===== src/rtl/uart_pkg.sv =====
`default_nettype none
// ============================================================================
//  Module   : uart_pkg
//  Brief    : Shared UART types and constants (state encoding, frame shape).
//  Revision : 1.0 - initial release
// ============================================================================
package uart_pkg;

  // Transmitter frame phases; width is fixed so the encoding never drifts.
  typedef enum logic [1:0] {
    IDLE  = 2'd0,
    START = 2'd1,
    DATA  = 2'd2,
    STOP  = 2'd3
  } uart_state_t;

  localparam int   UART_DATA_BITS = 8;
  localparam logic UART_START_BIT = 1'b0;
  localparam logic UART_STOP_BIT  = 1'b1;

endpackage
`default_nettype wire


===== src/rtl/uart_tx_if.sv =====
`default_nettype none
// ============================================================================
//  Module   : uart_tx_if
//  Brief    : Producer-side handshake and serial line of the UART transmitter.
//  Revision : 1.0 - initial release
// ============================================================================
interface uart_tx_if;
  import uart_pkg::*;

  logic                      en;
  logic [UART_DATA_BITS-1:0] data_tx;
  logic                      rdy;
  logic                      dout;

  // Producer side: issues requests, watches rdy
  modport master (output en, output data_tx, input rdy, input dout);
  // Transmitter side
  modport slave  (input en, input data_tx, output rdy, output dout);

endinterface
`default_nettype wire


===== src/rtl/uart_baud_tick.sv =====
`default_nettype none
// ============================================================================
//  Module   : uart_baud_tick
//  Brief    : Clocks-per-bit counter; one-cycle tick on the last clock of a
//             bit period. Synchronous clear realigns it to a bit boundary.
//  Revision : 1.0 - initial release
// ============================================================================
module uart_baud_tick #(
  parameter int CLKS_PER_BIT = 10416
) (
  input  wire logic clk,
  input  wire logic rst,
  input  wire logic clr,
  output logic      tick
);

  localparam int CNT_W = (CLKS_PER_BIT > 1) ? $clog2(CLKS_PER_BIT) : 1;
  localparam logic [CNT_W-1:0] c_last = CNT_W'(CLKS_PER_BIT - 1);

  logic [CNT_W-1:0] r_count;

  // Tick comes straight off the counter register, not from any input
  assign tick = (r_count == c_last);

  // Count 0..CLKS_PER_BIT-1, wrapping to 0 at every bit boundary
  always_ff @(posedge clk or posedge rst) begin
    if (rst) begin
      r_count <= '0;
    end else if (clr || tick) begin
      r_count <= '0;
    end else begin
      r_count <= r_count + 1'b1;
    end
  end

endmodule
`default_nettype wire


===== src/rtl/uart_tx.sv =====
`default_nettype none
// ============================================================================
//  Module   : uart_tx
//  Brief    : 8N1 UART transmitter. One byte per request, no buffering; the
//             producer must wait for rdy before the next request.
//  Revision : 1.0 - initial release
// ============================================================================
module uart_tx
  import uart_pkg::*;
#(
  parameter int CLKS_PER_BIT = 10416
) (
  input  wire logic clk,
  input  wire logic rst,
  uart_tx_if.slave  bus
);

  localparam logic [2:0] c_last_bit = 3'(UART_DATA_BITS - 1);

  uart_state_t               r_state;
  logic [UART_DATA_BITS-1:0] r_shift;
  logic [2:0]                r_bit_idx;
  logic                      r_dout;
  logic                      r_rdy;
  logic                      w_tick;
  logic                      w_clr;

  // Holding the bit timer at zero while idle makes the accepting edge the
  // start of the first bit period.
  assign w_clr = (r_state == IDLE);

  uart_baud_tick #(
    .CLKS_PER_BIT (CLKS_PER_BIT)
  ) u_baud (
    .clk  (clk),
    .rst  (rst),
    .clr  (w_clr),
    .tick (w_tick)
  );

  // Frame sequencer; dout and rdy are loaded with the level of the phase
  // being entered so both leave the block as plain registers.
  always_ff @(posedge clk or posedge rst) begin
    if (rst) begin
      r_state   <= IDLE;
      r_shift   <= '0;
      r_bit_idx <= '0;
      r_dout    <= UART_STOP_BIT;
      r_rdy     <= 1'b1;
    end else begin
      case (r_state)
        IDLE: begin
          if (bus.en) begin
            r_state   <= START;
            r_shift   <= bus.data_tx;
            r_bit_idx <= '0;
            r_dout    <= UART_START_BIT;
            r_rdy     <= 1'b0;
          end
        end
        START: begin
          if (w_tick) begin
            r_state <= DATA;
            r_dout  <= r_shift[0];
          end
        end
        DATA: begin
          if (w_tick) begin
            r_shift <= r_shift >> 1;
            if (r_bit_idx == c_last_bit) begin
              r_state <= STOP;
              r_dout  <= UART_STOP_BIT;
            end else begin
              r_bit_idx <= r_bit_idx + 1'b1;
              r_dout    <= r_shift[1];
            end
          end
        end
        STOP: begin
          if (w_tick) begin
            r_state <= IDLE;
            r_rdy   <= 1'b1;
          end
        end
        default: begin
          r_state <= IDLE;
          r_dout  <= UART_STOP_BIT;
          r_rdy   <= 1'b1;
        end
      endcase
    end
  end

  assign bus.rdy  = r_rdy;
  assign bus.dout = r_dout;

endmodule
`default_nettype wire


===== src/flat_wrapper.sv =====
// flat-port wrapper written by rule: the top's interface ports become plain ports
module uart_tx_flat import uart_pkg::*;
#(
  parameter int CLKS_PER_BIT = 10416
)
  (clk, rst, bus_en, bus_data_tx, bus_rdy, bus_dout);
  uart_tx_if bus_i ();
  input  wire logic clk;
  input  wire logic rst;
  input wire logic [$bits(bus_i.en)-1:0] bus_en;
  input wire logic [$bits(bus_i.data_tx)-1:0] bus_data_tx;
  output wire logic [$bits(bus_i.rdy)-1:0] bus_rdy;
  output wire logic [$bits(bus_i.dout)-1:0] bus_dout;
  assign bus_i.en = bus_en;
  assign bus_i.data_tx = bus_data_tx;
  assign bus_rdy = bus_i.rdy;
  assign bus_dout = bus_i.dout;
  uart_tx #(.CLKS_PER_BIT(CLKS_PER_BIT)) u_core (.clk(clk), .rst(rst), .bus(bus_i));
endmodule

===== config.mk =====
export PLATFORM = sky130hd
export DESIGN_NAME = uart_tx_flat
export DESIGN_NICKNAME = d
export VERILOG_FILES = /design/src/rtl/uart_pkg.sv /design/src/rtl/uart_tx_if.sv /design/src/rtl/uart_baud_tick.sv /design/src/rtl/uart_tx.sv /design/src/flat_wrapper.sv
export SDC_FILE = /design/constraint.sdc
export NUM_CORES = 1
export LEC_CHECK = 0
export BUFFER_PORTS_ARGS = -buffer_cell sky130_fd_sc_hd__buf_2
export CAP_MARGIN = 10
export CORE_MARGIN = 5
export CORE_UTILIZATION = 58
export DETAILED_ROUTE_END_ITERATION = 7
export GPL_TIMING_DRIVEN = 0
export PLACE_DENSITY = 0.78
export SLEW_MARGIN = 15
export SYNTH_ARGS = -nofsm -noshare
export SYNTH_HDL_FRONTEND = slang
export SYNTH_SLANG_ARGS = --single-unit

===== constraint.sdc =====
create_clock -name clk -period 2.35 [get_ports clk]
set_input_delay 0.47 -clock clk [delete_from_list [all_inputs] [get_ports clk]]
set_output_delay 0.47 -clock clk [all_outputs]
set_load 0.01 [all_outputs]

==> impl_metrics.ini <==
[status]
run_status = finished clean

[clock_network]
clk_latency_ns = 0.33
cts_root_buffer = clkbuf_4
cts_tree = yes
cts-resized-gates = 0
post_cts_buffers = 0
clk_path_buf_depth = 2
holdBufCountCts = 0
path_clk_slew_ns = 0.09
clock-sinks = 29
htreeDepth = 2
numCtsBuffers = 5

[routing]
drt_pass1_iterations = 5
viasPerCell = 5.815
antenna_left = 0
vias = 1192
finalWirelength_microns = 3083
drt-initial-drc-count = 35
drc = 0
wl_per_cell_microns = 15.04

[place]
gp_congestion = 0.8601
dpl_cell_area_sq_mm = 0.001693
preCtsSetupSlack_ns = 0.4534
port_buffers = 12
dp_hpwl_microns = 2262

[setup_path]
criticalPathCategory = reg2reg
cpPeakStageDelay_ns = 0.40
endpoint_kind = flip-flop
cp_max_fo = 10
cp.required_ns = 2.57
slowest_stage = dfrtp_1
critPathLaunchType = flip-flop
cp.arrival_ns = 2.14
path_cells = inv_1 > ha_1 > buf_2 > nand3b_1 > clkbuf_1 > or2_2 > o221a_2

[final_layout]
antenna_cells = 0
final_common_cell = dfrtp_1
synthToLayoutAreaGrowth_pct = 9.262
final_cell_mix = dfrtp_1, nor2_1, buf_2
fin_nets = 192
drive_gt1_share_pct = 24.71
fin_area_sq_mm = 0.001742

[sta]
slew_headroom_pct = 32.12
final_max_slew_viol_count = 0
whs_ns = 0.2449
setup_ws_ns = 0.4346
finalClockSkew_ns = 0.006886
setup_viol = 0
rsz0062_at_grt = false
fin_crit_sh_pct = 81.51
period_needed_ns = 1.915
worst_slew_pin_slew_ns = 1.012
setup-tns-final_ns = 0
hold_violations = 0
fmax_mhz = 522.1

[synth]
synthFlopType = dfrtp_1
syn-num-nets = 173
syn_area_sq_mm = 0.001594
synth_seq_area_share_pct = 45.68
netlist-cell-type-count = 40
synthArstFlopShare_pct = 100.0
syn_inst = 154
synth-edff-count = 0
synth_seq_cells = 29
ys_warn_count = 0
syn_avg_cell_area_sq_um = 10.35

[global_routing]
grt.overflow.total = 0
track_usage_pct = 17.85
antenna_found_initial = 0
grt_max_degree = 30
first_global_vias = 1290
grt_pass1_wl_microns = 5492

[floorplanning]
die_y_microns = 62.43
initial_utilization_pct = 59.34
ios = 13
fp.coreArea_sq_mm = 0.002686
rows = 19
die_area_sq_mm = 0.003897
die_w_microns = 62.43

[min_path]
min-delay-path-class = in2async

[power]
p_per_area_mw_per_mm2 = 459.7
static-leakage-power_nw = 0.7799
peakVddDrop_uv = 365.0

[job]
cap_violations = 0
-- power by group --
part,leakage (nW),switching [mW],total (mW),internal (mW)
clock network,0.0265,0.164,0.283,0.119
logic,0.385,0.0124,0.0191,0.00671
registers,0.368,0,0.499,0.499
-- flip-flops by register name, indices dropped and copies added, names as in the netlist --
signal	flops
u_core.r_shift	8
u_core.r_state	2
u_core.bus.rdy	1
u_core.r_bit_idx	3
u_core.bus.dout	1
u_core.u_baud.r_count	14
-- cell usage after synthesis, types with 3 or more instances --
cell | count | share of area [%]
nor3_1 | 4 | 1.3
or2_2 | 7 | 2.7
inv_1 | 7 | 1.6
nand2b_1 | 3 | 1.2
o221a_2 | 5 | 3.5
dfrtp_1 | 27 | 42
nand2_1 | 9 | 2.1
nor2_1 | 15 | 3.5
o21ai_0 | 5 | 1.6
a21oi_1 | 4 | 1.3
nand4_1 | 4 | 1.6
xnor2_1 | 6 | 3.3
nand3_1 | 10 | 3.1
ha_1 | 8 | 6.3
xor2_1 | 5 | 2.7
mux2i_1 | 3 | 1.9
-- per-stage QoR --
step | power (mW) | util, % | std cells
final | 0.8007 | 64.83 | 205
after global routing | 0.8378 | 64.83 | 205
after CTS | 0.8125 | 64.83 | 205
after detailed placement | 0.5283 | 63.02 | 197
after global placement | 0.5276 | 63.02 | 197
after floorplan | 0.5170 | - | 154
-- worst max-delay path, delay by kind of cell, from the launching register on --
kind	cells	cell delay, ns
buffers and inverters	3	0.52
flip-flops	1	0.40
AND/OR/NAND/NOR	2	0.55
AO/OA/AOI/OAI	1	0.12
adder cells (fa/ha/maj)	1	0.22
-- routing by layer --
metal / GRT usage, % / part of all wire (%) / vias up
met2: 31.22 / 52 / 24
li1: - / - / 582
met1: 17.89 / 40 / 578
met4: 11.94 / 2.8 / 0
met5: 0 / 0 / -
met3: 5.576 / 4.5 / 8
-- kinds of logic after synthesis --
family          synth area share (%)
xor+xnor                       6.044
flops                          45.68
buf+inv                        3.454
fa+ha+maj                      6.280
simple gates                   24.80
compound gates                 11.15
mux                            2.590
-- cell type report --
cell class,count,area [sq um]
inverter,7,26.28
tap,31,38.79
buffer,5,28.78
multi-input combinational,113,810.8
timing repair buffer,12,60.06
clock buffer,8,48.80
sequential,29,728.2
fill,239,944.7
-- final timing paths --
| kind | endpoint | from | slack [ns] | depth (start not counted) |
|---|---|---|---|---|
| worst max-delay path | u_core.r_shift[5] | u_core.r_state[0] | 0.43 | 7 |
| worst min-delay path | u_core.r_bit_idx[2] | rst | 0.24 | 2 |
| worst max register to register | u_core.r_shift[5] | u_core.r_state[0] | 0.43 | 7 |
| worst min register to register | u_core.r_bit_idx[0] | u_core.r_bit_idx[0] | 0.50 | 1 |
| max in group asynchronous | u_core.u_baud.r_count[10] | rst | 1.64 | 2 |
| min in group clk | u_core.r_shift[6] | bus_data_tx[6] | 0.49 | 3 |
(Power assumes the default switching activity.)
